### config.mk
export PLATFORM = sky130hd
export DESIGN_NAME = dino_pixel_gen
export DESIGN_NICKNAME = d
export VERILOG_FILES = /design/src/rtl/dino_pkg.sv /design/src/rtl/dino_sprite_rom.sv /design/src/rtl/dino_pixel_gen.sv
export SDC_FILE = /design/constraint.sdc
export NUM_CORES = 1
export LEC_CHECK = 0
export CAP_MARGIN = 0
export CORE_ASPECT_RATIO = 0.8
export CORE_UTILIZATION = 55
export DETAILED_ROUTE_END_ITERATION = 8
export GPL_ROUTABILITY_DRIVEN = 0
export PLACE_DENSITY = 0.77
export SYNTH_ARGS = -nofsm -noshare
export SYNTH_HDL_FRONTEND = slang
export SYNTH_HIERARCHICAL = 1
export SYNTH_SLANG_ARGS = --single-unit
### constraint.sdc
create_clock -name clk -period 3.45 [get_ports clk]
set_clock_uncertainty 0.15 [all_clocks]
set_input_delay 0.5175 -clock clk [delete_from_list [all_inputs] [get_ports clk]]
set_output_delay 0.5175 -clock clk [all_outputs]
set_load 0.03 [all_outputs]
### src/rtl/dino_pkg.sv
// Shared definitions for the dino-run pixel generator: colours, FSM encodings
// and the 16x16 dino bitmap.
package dino_pkg;

   localparam int SPRITE_W = 16;
   localparam int SPRITE_H = 16;
   localparam int CACTUS_H = 12;

   localparam logic [15:0] RGB_DINO   = 16'hFFFF;
   localparam logic [15:0] RGB_CACTUS = 16'h07E0;
   localparam logic [15:0] RGB_GROUND = 16'hA145;
   localparam logic [15:0] RGB_SKY    = 16'h001F;

   typedef enum logic [2:0] {
      PX_IDLE  = 3'd0,
      PX_FRAME = 3'd1,
      PX_FETCH = 3'd2,
      PX_SHADE = 3'd3,
      PX_DONE  = 3'd4
   } px_state_e;

   typedef enum logic [1:0] {
      JMP_GND  = 2'd0,
      JMP_RISE = 2'd1,
      JMP_FALL = 2'd2
   } jmp_state_e;

   // Sprite bitmap: bit {row[3:0], col[3:0]}; within each 16-bit row, bit c is
   // column c (LSB is the leftmost column). Row 0 is the top of the sprite.
   localparam logic [255:0] DINO_SPRITE = {
      16'h01B0,  // row 15
      16'h0090,  // row 14
      16'h00B0,  // row 13
      16'h01F8,  // row 12
      16'h03FC,  // row 11
      16'h07FE,  // row 10
      16'h07FF,  // row 9
      16'h07F3,  // row 8
      16'h1FE1,  // row 7
      16'h07C1,  // row 6
      16'h3F80,  // row 5
      16'h0F80,  // row 4
      16'hFF80,  // row 3
      16'hFF80,  // row 2
      16'hFD80,  // row 1
      16'h7F00   // row 0
   };

endpackage

### src/rtl/dino_sprite_rom.sv
// 256x1 dino sprite ROM with a registered read (one cycle of latency).
module dino_sprite_rom
   import dino_pkg::*;
(
   input  logic       clk_i,
   input  logic [7:0] addr_i,
   output logic       data_o
);

   logic data_q;

   // Registered lookup into the constant sprite bitmap
   always_ff @(posedge clk_i) begin
      data_q <= DINO_SPRITE[addr_i];
   end

   assign data_o = data_q;

endmodule

### src/rtl/dino_pixel_gen.sv
// Pixel source for the ST7735 driver: answers x/y requests with an RGB565
// colour and a one-cycle done pulse, and runs the dino-run game state
// (jump, scrolling cactus, sticky collision) once per frame at pixel (0,0).
module dino_pixel_gen
   import dino_pkg::*;
#(
   parameter int SCREEN_W = 161,
   parameter int SCREEN_H = 81,
   parameter int GROUND_Y = 64,
   parameter int DINO_X   = 16,
   parameter int JUMP_H   = 32,
   parameter int CACTUS_W = 6,
   parameter int SPEED    = 2
) (
   input  logic        clk,
   input  logic        rst_n,
   input  logic [7:0]  x,
   input  logic [6:0]  y,
   input  logic        next_pixel,
   input  logic        btn_jump,
   output logic [15:0] color,
   output logic        color_done,
   output logic        hit
);

   logic [1:0]  np_sync_q, btn_sync_q;
   logic        np_prev_q, btn_prev_q;
   logic        np_rise, btn_rise;

   px_state_e   state_q, state_d;
   jmp_state_e  jmp_q, jmp_d;
   logic [5:0]  jump_off_q, jump_off_d;
   logic [7:0]  cactus_x_q, cactus_x_d;
   logic        hit_q, hit_d;
   logic        pend_q, pend_d;
   logic        done_q, done_d;
   logic [15:0] color_q, color_d;

   logic [7:0]  x_q;
   logic [6:0]  y_q;
   logic        in_dino_q, in_cactus_q, ground_q, oob_q;
   logic [15:0] shade_q;

   logic [8:0]  x9, y9, dino_top, cact_l;
   logic        in_dino, in_cactus, on_ground, oob;
   logic [7:0]  rom_addr;
   logic        rom_bit;
   logic        dino_px;
   logic [15:0] shade;
   logic        is_origin;

   // Two-flop synchronisers with a trailing flop for rising-edge detection
   always_ff @(posedge clk or negedge rst_n) begin
      if (!rst_n) begin
         np_sync_q  <= 2'b00;
         btn_sync_q <= 2'b00;
         np_prev_q  <= 1'b0;
         btn_prev_q <= 1'b0;
      end else begin
         np_sync_q  <= {np_sync_q[0], next_pixel};
         btn_sync_q <= {btn_sync_q[0], btn_jump};
         np_prev_q  <= np_sync_q[1];
         btn_prev_q <= btn_sync_q[1];
      end
   end

   assign np_rise   = np_sync_q[1] & ~np_prev_q;
   assign btn_rise  = btn_sync_q[1] & ~btn_prev_q;
   assign is_origin = (x == 8'd0) && (y == 7'd0);

   // Box and range tests on the latched pixel; 9-bit operands keep x+width from wrapping
   always_comb begin
      x9        = {1'b0, x_q};
      y9        = {2'b00, y_q};
      dino_top  = 9'(GROUND_Y - SPRITE_H) - {3'b000, jump_off_q};
      cact_l    = {1'b0, cactus_x_q};
      in_dino   = (x9 >= 9'(DINO_X)) && (x9 <= 9'(DINO_X + SPRITE_W - 1)) &&
                  (y9 >= dino_top) && (y9 <= dino_top + 9'(SPRITE_H - 1));
      in_cactus = (x9 >= cact_l) && (x9 <= cact_l + 9'(CACTUS_W - 1)) &&
                  (y9 >= 9'(GROUND_Y - CACTUS_H)) && (y9 <= 9'(GROUND_Y - 1));
      on_ground = (y9 >= 9'(GROUND_Y));
      oob       = (x9 >= 9'(SCREEN_W)) || (y9 >= 9'(SCREEN_H));
      rom_addr  = {y_q[3:0] - dino_top[3:0], x_q[3:0] - 4'(DINO_X)};
   end

   dino_sprite_rom u_rom (
      .clk_i  (clk),
      .addr_i (rom_addr),
      .data_o (rom_bit)
   );

   // Layer priority: off-screen sky, then dino, cactus, ground, sky
   always_comb begin
      dino_px = in_dino_q & rom_bit;
      shade   = RGB_SKY;
      if (oob_q)            shade = RGB_SKY;
      else if (dino_px)     shade = RGB_DINO;
      else if (in_cactus_q) shade = RGB_CACTUS;
      else if (ground_q)    shade = RGB_GROUND;
   end

   // Pixel datapath: request coordinates, registered box flags, shaded colour
   always_ff @(posedge clk) begin
      if (state_q == PX_IDLE && np_rise) begin
         x_q <= x;
         y_q <= y;
      end
      if (state_q == PX_FETCH) begin
         in_dino_q   <= in_dino;
         in_cactus_q <= in_cactus;
         ground_q    <= on_ground;
         oob_q       <= oob;
      end
      if (state_q == PX_SHADE) begin
         shade_q <= shade;
      end
   end

   // Pixel FSM next state plus the once-per-frame game update
   always_comb begin
      state_d    = state_q;
      jmp_d      = jmp_q;
      jump_off_d = jump_off_q;
      cactus_x_d = cactus_x_q;
      hit_d      = hit_q;
      pend_d     = pend_q | btn_rise;
      done_d     = 1'b0;
      color_d    = color_q;
      case (state_q)
         PX_IDLE: begin
            if (np_rise) state_d = is_origin ? PX_FRAME : PX_FETCH;
         end
         PX_FRAME: begin
            state_d = PX_FETCH;
            // A pending edge is consumed (or discarded) by every frame update
            pend_d  = btn_rise;
            if (hit_q) begin
               if (pend_q) begin
                  hit_d      = 1'b0;
                  jump_off_d = 6'd0;
                  cactus_x_d = 8'(SCREEN_W - 1);
                  jmp_d      = JMP_GND;
               end
            end else begin
               case (jmp_q)
                  JMP_GND: begin
                     if (pend_q) begin
                        jmp_d      = JMP_RISE;
                        jump_off_d = 6'd1;
                     end
                  end
                  JMP_RISE: begin
                     if (jump_off_q == 6'(JUMP_H)) begin
                        jmp_d      = JMP_FALL;
                        jump_off_d = jump_off_q - 6'd1;
                     end else begin
                        jump_off_d = jump_off_q + 6'd1;
                     end
                  end
                  JMP_FALL: begin
                     jump_off_d = jump_off_q - 6'd1;
                     if (jump_off_q == 6'd1) jmp_d = JMP_GND;
                  end
                  default: begin
                     jmp_d      = JMP_GND;
                     jump_off_d = 6'd0;
                  end
               endcase
               // Wrap when the post-move position would fall below SPEED
               if (cactus_x_q < 8'(2 * SPEED)) cactus_x_d = 8'(SCREEN_W - 1);
               else                            cactus_x_d = cactus_x_q - 8'(SPEED);
            end
         end
         PX_FETCH: begin
            state_d = PX_SHADE;
         end
         PX_SHADE: begin
            state_d = PX_DONE;
            if (dino_px && in_cactus_q) hit_d = 1'b1;
         end
         PX_DONE: begin
            state_d = PX_IDLE;
            done_d  = 1'b1;
            color_d = shade_q;
         end
         default: begin
            state_d = PX_IDLE;
         end
      endcase
   end

   // Control and game state registers
   always_ff @(posedge clk or negedge rst_n) begin
      if (!rst_n) begin
         state_q    <= PX_IDLE;
         jmp_q      <= JMP_GND;
         jump_off_q <= 6'd0;
         cactus_x_q <= 8'(SCREEN_W - 1);
         hit_q      <= 1'b0;
         pend_q     <= 1'b0;
         done_q     <= 1'b0;
         color_q    <= 16'h0000;
      end else begin
         state_q    <= state_d;
         jmp_q      <= jmp_d;
         jump_off_q <= jump_off_d;
         cactus_x_q <= cactus_x_d;
         hit_q      <= hit_d;
         pend_q     <= pend_d;
         done_q     <= done_d;
         color_q    <= color_d;
      end
   end

   assign color      = color_q;
   assign color_done = done_q;
   assign hit        = hit_q;

endmodule

== Yosys cells after proc, flatten, opt, wreduce, memory -nomap -nowiden ==
Memory sizes are Yosys's and may differ from the RTL's. A register that Yosys moved wholly into a read port is not among the register bits.
Index checks and enable logic that the tools add are counted.
Storage, ports and cells
  bits in registers: 79
  ROM bits: 256
  input bits: 19
  output and inout port bits: 18
  word-level logic and storage cells: 106
  memories: 1
Memory list
  (no name shown): depth 256, bits a word 1, read ports 1, clocked after Yosys merged registers in 1, write ports 0, line dino_sprite_rom.sv:14  | data_q <= DINO_SPRITE[addr_i];
Operators by class
  add/subtract/negate cells: 7
  order comparisons: 12
  equality and inequality tests: 14
  multiplexer cells: 26
  bitwise logic cells: 6
  reduce and logical (&&, ||, !) cells: 20
Operator list (count)
  2-to-1 mux 16 bit: 3
  2-to-1 mux 6 bit: 4
  2-to-1 mux 8 bit: 3
  one-hot mux 6 bit (3 select lines): 1
  greater-or-equal comparator 7 bit, second input constant: 2
  2-to-1 mux 2 bit: 6
  one-hot mux 3 bit (4 select lines): 1
  adder 8 x 3 -> 9 bit, second input constant: 1
  greater-or-equal comparator 7 x 9 -> 1 bit: 1
  less-or-equal comparator 7 x 9 -> 1 bit: 1
  less-or-equal comparator 8 x 9 -> 1 bit: 1
  logical AND 1 bit: 9
  adder 7 x 5 -> 8 bit, second input constant: 1
  greater-or-equal comparator 8 x 5 -> 1 bit, second input constant: 1
  greater-or-equal comparator 8 bit: 1
  greater-or-equal comparator 8 bit, second input constant: 1
  less-or-equal comparator 8 x 5 -> 1 bit, second input constant: 1
  logical NOT 8 bit: 1
  less-than comparator 8 x 3 -> 1 bit, second input constant: 1
  subtractor 8 x 2 -> 8 bit, second input constant: 1
  greater-or-equal comparator 7 x 6 -> 1 bit, second input constant: 1
  less-or-equal comparator 7 x 6 -> 1 bit, second input constant: 1
  logical NOT 7 bit: 1
  subtractor 6 x 6 -> 7 bit, first input constant: 1
  other kinds (28): 40

== Longest topological paths before layout ==
Gate-level depths: netlist of run 1.
  depth after elaboration: 5
  gate-level depth with buffers: 13
  depth with buffers taken out: 12

== Modules after synthesis ==
The synthesis of run 1 kept the hierarchy.
Modules (own cells, without submodules)
  dino_pixel_gen: instances 1, cells each 332, area an instance 3520.9 um2, sequential area each 1579.0 um2
  dino_sprite_rom: instances 1, cells each 52, area an instance 387.9 um2, sequential area each 20.0 um2

== Least setup slack after synthesis of run 1 ==
No wires, ideal clock.
  path kind: register to register
  start: register jump_off_q[0]
  end: register in_dino_q (data pin)
  library setup time: 167 ps
  arrival: 2520 ps
  data required time: 3133 ps
  path slack: 613 ps
  cell stages (with the launch flop): 13
  path buffers: 0
  period minus slack after synthesis: 2837 ps
  cell sequence: dfrtp_1 > inv_1 > ha_1 > or3b_4 > xor2_1 > nand3b_1 > xnor2_1 > ha_1 > a21oi_1 > nand2_1 > o21ai_0 > a21oi_1 > a211oi_1
On the way
  longest elaborated chain between the ends: 4
  elaborated cells between the ends (all ways): 6
  classes of those cells: add/sub (2); order compare (2); reduce/logical (2)
RTL lines
  from (decl): line dino_pixel_gen.sv:32  | logic [5:0] jump_off_q, jump_off_d;
  from (signal assigned): line dino_pixel_gen.sv:206  | jump_off_q <= jump_off_d;
  subtractor 6 x 6 -> 7 bit *: line dino_pixel_gen.sv:75  | dino_top = 9'(GROUND_Y - SPRITE_H) - {3'b000, jump_off_q};
  adder 7 x 5 -> 8 bit / greater-or-equal comparator 7 x 9 -> 1 bit (equally long branches): line dino_pixel_gen.sv:78  | (y9 >= dino_top) && (y9 <= dino_top + 9'(SPRITE_H - 1));
  less-or-equal comparator 7 x 9 -> 1 bit / logical AND 1 bit (equally long branches): line dino_pixel_gen.sv:78, dino_pixel_gen.sv:77
  logical AND 1 bit *: line dino_pixel_gen.sv:78
  named net in_dino: line dino_pixel_gen.sv:45  | logic in_dino, in_cactus, on_ground, oob;
  to (signal assigned): line dino_pixel_gen.sv:109  | in_dino_q <= in_dino;
  to (decl): line dino_pixel_gen.sv:41  | logic in_dino_q, in_cactus_q, ground_q, oob_q;
The timed path passes the listed nets; every way through them passes the cells marked *.
A chain may end at the register's enable or synchronous reset.

== Worst setup path after layout of run 1 ==
Ends and elaborated chain as after synthesis.

==> results of run 1 <==
-- area by class of cell --
type	count	area, sq um	share of cell area, %
Sequential cell	59	1599	36.06
Clock buffer	9	123.9	2.793
Timing Repair Buffer	39	382.9	8.634
Inverter	29	110.1	2.483
Clock inverter	7	45.04	1.016
Tap cell	87	108.9	2.455
Multi-Input combinational cell	275	2064	46.56
-- cell usage after synthesis, types with 6 or more instances --
library cell  number
ha_1              39
mux2_2             6
buf_4             12
nand3_1           10
o21ai_0           22
nor2_1            18
inv_1             27
edfxtp_1          25
xnor2_1           10
dfrtp_1           31
nand2_1           27
nand2b_1           8
a21oi_1           26
a211oi_1           8
-- registers in the layout, summed over array words and instances (netlist names), 3 cells and up --
| register | count |
|---|---|
| x_q | 8 |
| cactus_x_q | 7 |
| y_q | 7 |
| color | 6 |
| jump_off_q | 6 |
| shade_q | 6 |
| state_q | 3 |
-- cells by family (layout without fill, tap and decap cells) --
| family | count (synthesis) | count (layout) | synth area share [%] |
|---|---|---|---|
| and+or+nand+nor | 114 | 114 | 17.35 |
| AOI/OAI and AO/OA | 99 | 99 | 16.81 |
| DFF | 59 | 59 | 40.91 |
| buffers and inverters | 50 | 84 | 6.434 |
| adders and majority gates | 40 | 40 | 13.00 |
| xor gates and xnor gates | 16 | 16 | 3.777 |
| muxes | 6 | 6 | 1.728 |
-- cells in the final DEF, fill, tap and decap left out, types with 8 or more instances in the layout --
cell type,Yosys,routed
ha_1,39,39
clkdlybuf4s50_1,0,36
dfrtp_1,31,31
inv_1,27,27
nand2_1,27,27
a21oi_1,26,26
edfxtp_1,25,25
o21ai_0,22,22
nor2_1,18,18
xnor2_1,10,10
nand3_1,10,10
clkbuf_8,0,9
a211oi_1,8,8
nand2b_1,8,8
-- through the flow --
| step | util (%) | setup WS (ns) | instances | hold slack [ns] | total power [mW] |
|---|---|---|---|---|---|
| CTS | 64.34 | 0.2167 | 505 | 0.2009 | 3.415 |
| finish | 64.34 | 0.2295 | 505 | 0.2005 | 3.413 |
| global placement | 61.89 | 0.4650 | 489 | 0.1822 | 2.802 |
| global route | 64.34 | 0.001704 | 505 | 0.2112 | 3.641 |
| detailed placement | 61.89 | 0.2352 | 489 | 0.1858 | 2.864 |
| floorplan | - | 0.6130 | 384 | 0.07191 | 2.439 |
-- metal layers --
layer / part of all wire [%] / track usage, % / vias to the layer above
li1: - / - / 1470
met1: 48 / 33.76 / 1433
met2: 44 / 34.11 / 99
met3: 5.9 / 4.706 / 14
met4: 2.0 / 9.701 / 0
met5: 0 / 0 / -
-- how the worst min path moves through the flow --
stage,start,end,slack (ns),cells past startpoint
floorplan,rst_n,btn_prev_q,0.07,0
global placement,np_sync_q[0],np_sync_q[1],0.18,0
detailed placement,np_sync_q[0],np_sync_q[1],0.19,0
CTS,np_sync_q[0],np_sync_q[1],0.20,0
global route,btn_sync_q[0],btn_sync_q[1],0.21,0
finish,btn_sync_q[0],btn_sync_q[1],0.20,0
-- power by group --
group          internal (mW)  total (mW)  switching [mW]
combinational          0.704        1.65           0.948
clock                  0.257       0.545           0.289
sequential             0.960        1.22           0.256
-- worst register-to-register path: cells and delay by family (launching register included) --
family / cells / cell delay, ns
compound gates: 4 / 0.61
xor+xnor: 2 / 0.57
fa+ha+maj: 2 / 0.54
simple gates: 2 / 0.54
flops: 1 / 0.47
buf+inv: 1 / 0.17
==> qor.yml, run 1 <==
ctsLongestPathBuffers: 2
clock_latency_ns: 0.35
cts.repair.resized: 0
design_area_sq_um: 4434
setup_tns_ns: 0
p_per_area_nw_per_um2: 769.7
overflow: 0
worstPathCellList: "inv_1, ha_1, or3b_4, xor2_1, xor2_1, ha_1, nand3_1, a21oi_1, a211oi_1, a21oi_1, a211oi_1"
cts-buffers-inserted: 9
fmax_mhz: 310.5
async_flop_share_pct: 55.93
antenna_found_initial: 0
route.antenna.remaining_nets: 0
cts_root_buf: "clkbuf_8"
first_iter_violations: 111
core_sq_um: 6892
critical_path_class: "reg2reg"
synthDistinctLibCells: 75
place_hpwl_um: 6060
cp_max_fo: 9
r2r-start: "jump_off_q[0]"
syn_inst: 384
synth.top_cell.area_share_pct: 19.85
r2r_cells: 11
critPathLaunchType: "flop"
die-area_sq_um: 7450
drv_cap: 0
status: "complete, no violations"
finalCriticalPeriod_ns: 3.220
syn_area_per_cell_sq_um: 10.18
hold_class: "reg2reg"
synthFlopType: "dfrtp_1"
period_share_pct: 93.35
drv_slew: 0
grt_pass1_vias: 2780
path_delay_family: "compound AO/OA/AOI/OAI gates"
dieWidth_um: 96.25
p_leak_nw: 1.795
cts_tree: "yes"
tightestPinTransition_ns: 0.7620
syn2layout_area_growth_pct: 13.44
grt_usage_pct: 23.39
r2r_slack_ns: 0.23
cp.arrival_ns: 3.24
clk_pin_slew_ns: 0.07
rsz0062_at_grt: "false"
antenna_cells: 0
grt_max_degree: 34
layout-drive-gt1-share_pct: 11.00
viasPerCell: 5.972
critPathLaunch: "jump_off_q[0]"
pin_count: 37
relSlewSlack_pct: 48.48
post-route-drc-count: 0
dpl_cell_area_sq_um: 4265
wirelength_um: 8019
start_util_pct: 56.72
hold_violations: 0
final_nets: 472
synth_edf_count: 25
die_height_um: 77.40
cts.sinks: 59
vias: 3016
end_kind: "flop"
h-tree-depth: 3
port_buffers: 36
wl_per_cell_um: 15.88
synth_seq_cells: 59
synth.area.top_cells: "dfrtp_1 20%, edfxtp_1 19%, ha_1 12%"
post_cts_buffers: 0
setup_viol: 0
crit_end: "in_dino_q"
row_count: 27
path_depth: 11
synth_largest_area_cell: "dfrtp_1"
grt_pass1_wl_um: 13210
syn-num-nets: 443
cp_num_buf_inv: 1
synth_seq_area_share_pct: 40.91
crit_path_max_incr_delay_ns: 0.47
synth_area_sq_um: 3909
cpMaxStageDelayCell: "dfrtp_1"
r2r-end: "in_dino_q"
critPathRequiredTime_ns: 3.47
fillers: 565
firstDrtPassIters: 5
ir_drop_uv: 337.7
hold_buffers: 0
ys_warn_count: 6
(Power assumes the default switching activity.)
==> run 2, diff against run 1 <==
==> constraint.sdc (replaced) <==
create_clock -name clk -period 3 [get_ports clk]
set_clock_uncertainty 0.15 [all_clocks]
set_input_delay 0.45 -clock clk [delete_from_list [all_inputs] [get_ports clk]]
set_output_delay 0.45 -clock clk [all_outputs]
set_load 0.03 [all_outputs]
==> run 2 against run 1 <==
- first-iteration DRC count increased by 37%
- sequential share of layout area decreased by 0.90 points
- routed wire length increased by 5.1%
- maximum frequency increased by 11%
- combinational power increased by 21%
- clock power increased by 43%
- die area unchanged
- non-clock buffer count increased by 4
- largest cell class unchanged
==> qor.yml, run 2 (synthesized netlist as in run 1, its figures left out) <==
status: "complete, no violations"
rsz0062_at_grt: "false"
wirelength_met1_um: 3972
post-route-drc-count: 0
post_cts_buffers: 0
cpMaxStageDelayCell: "or4_4"
clk_pin_slew_ns: 0.07
grt_max_degree: 34
firstDrtPassIters: 5
critPathLaunch: "jump_off_q[1]"
core_sq_um: 6892
grt_pass1_vias: 2845
drv_cap: 0
hold_violations: 0
crit_path_max_incr_delay_ns: 0.51
cts_tree: "yes"
syn2layout_area_growth_pct: 16.36
path_delay_family: "simple AND/OR/NAND/NOR gates"
first_iter_violations: 152
row_count: 27
largest_register_ffs: 8
setup_viol: 0
hold_buffers: 0
final_nets: 476
overflow: 0
antenna_cells: 0
place_hpwl_um: 6305
cts.sinks: 59
path_depth: 12
end_kind: "flop"
hold_class: "reg2reg"
vias: 3049
wirelength_um: 8429
wl_met2_um: 3773
critPathRequiredTime_ns: 3.03
finalCriticalPeriod_ns: 2.903
mostFrequentLayoutCell: "ha_1"
final_cell_mix: "38 x ha_1, 36 x clkdlybuf4s50_1, 31 x dfrtp_1"
reg_top3: "x_q: 8 flops, cactus_x_q: 7 flops, y_q: 7 flops"
grt_pass1_wl_um: 13900
cp_num_buf_inv: 2
critPathLaunchType: "flop"
port_buffers: 36
layout-drive-gt1-share_pct: 13.03
worstPathCellList: "buf_4, or4_4, and2_4, clkinv_2, nand3_2, xor2_1, ha_1, nand3_1, a21oi_1, a211oi_1, a21oi_1, a211oi_1"
r2r-start: "jump_off_q[1]"
cts-buffers-inserted: 9
route.antenna.remaining_nets: 0
antenna_found_initial: 0
die_height_um: 77.40
hold_start: "np_sync_q[0]"
grt_usage_pct: 24.74
clock_latency_ns: 0.34
fmax_mhz: 344.5
critical_path_class: "reg2reg"
ctsLongestPathBuffers: 2
r2r_cells: 12
dieWidth_um: 96.25
crit_end: "in_dino_q"
tightestPinTransition_ns: 0.7895
p_per_area_nw_per_um2: 913.1
cp_max_fo: 6
ir_drop_uv: 367.4
fillers: 551
wl_met3_um: 562
start_util_pct: 56.72
cp.arrival_ns: 2.93
cts_root_buf: "clkbuf_8"
place_ws_ns: 0.02307
finalWorstSetupSlack_ns: 0.09687
die-area_sq_um: 7450
wl_per_cell_um: 16.56
regMostFlops: "x_q"
pin_count: 37
routed.top_layer: "met4"
period_share_pct: 96.77
multiInputGateArea_sq_um: 2100
p_leak_nw: 1.842
viasPerCell: 5.990
relSlewSlack_pct: 46.62
seqCellArea_sq_um: 1599
r2r-end: "in_dino_q"
h-tree-depth: 3
r2r_slack_ns: 0.1
drv_slew: 0
setup_tns_ns: 0
## run 2: how the worst min path moves through the flow
stage | to | slack [ns] | cells past startpoint
3_5_place_dp | np_sync_q[1] | 0.18 | 0
6_report | np_sync_q[1] | 0.20 | 0
3_3_place_gp | btn_sync_q[1] | 0.18 | 0
2_1_floorplan | btn_prev_q | 0.004 | 0
5_1_grt | np_sync_q[1] | 0.21 | 0
4_1_cts | np_sync_q[1] | 0.20 | 0
## run 2: per-layer routing
metal	global-route usage [%]	vias to the layer above
met1	35.40	1439
met2	37.59	121
met5	0	-
li1	-	1475
met4	6.716	0
met3	5.686	14
## run 2: repair_timing
| item | CTS | global route |
|---|---|---|
| gates resized for setup | 1 | 5 |
| endpoints found under the setup margin | 1 | 2 |
| pin swaps | 0 | 0 |
| cloned | 0 | 0 |
## run 2: worst register-to-register path, cell delays in order, from the launching register on
cell and delay, ns:
dfrtp_1 0.40, buf_4 0.17, or4_4 0.52, and2_4 0.20, clkinv_2 0.07, nand3_2 0.09
xor2_1 0.15, ha_1 0.30, nand3_1 0.11, a21oi_1 0.06, a211oi_1 0.26, a21oi_1 0.10
a211oi_1 0.17
## run 2: stage by stage
step	util, %	power [mW]	cells	instance area (sq um)	hold slack [ns]
global route	65.99	4.447	509	4548	0.2099
CTS	65.60	4.122	509	4521	0.1999
floorplan	-	2.805	384	3909	0.004409
finish	65.99	4.153	509	4548	0.1986
global placement	62.33	3.250	493	4295	0.1837
detailed placement	62.33	3.330	493	4295	0.1847
## run 2: area by class of cell
type                    count  share of cell area (%)
multi-input cells         275                   46.16
flip-flops and latches     59                   35.16
repair buffers             43                   9.078
clock buffers              10                   3.274
inverters                  29                   2.421
well taps                  87                   2.393
clock inverters             6                   1.513
## run 2: power breakdown
group	total, mW	switching [mW]	internal, mW	leakage (nW)
combinational	1.99	1.14	0.844	1.09
sequential	1.39	0.283	1.10	0.644
clock	0.781	0.341	0.439	0.108
==> run 3, diff against run 2 <==
--- a/config.mk
+++ b/config.mk
@@ -5,7 +5,7 @@
 export SDC_FILE = /design/constraint.sdc
 export NUM_CORES = 1
 export LEC_CHECK = 0
-export CAP_MARGIN = 0
+export CAP_MARGIN = 25
 export CORE_ASPECT_RATIO = 0.8
 export CORE_UTILIZATION = 55
 export DETAILED_ROUTE_END_ITERATION = 8
==> results of run 3 <==
No change in the layout: final DEF, timing and power equal those of run 2.
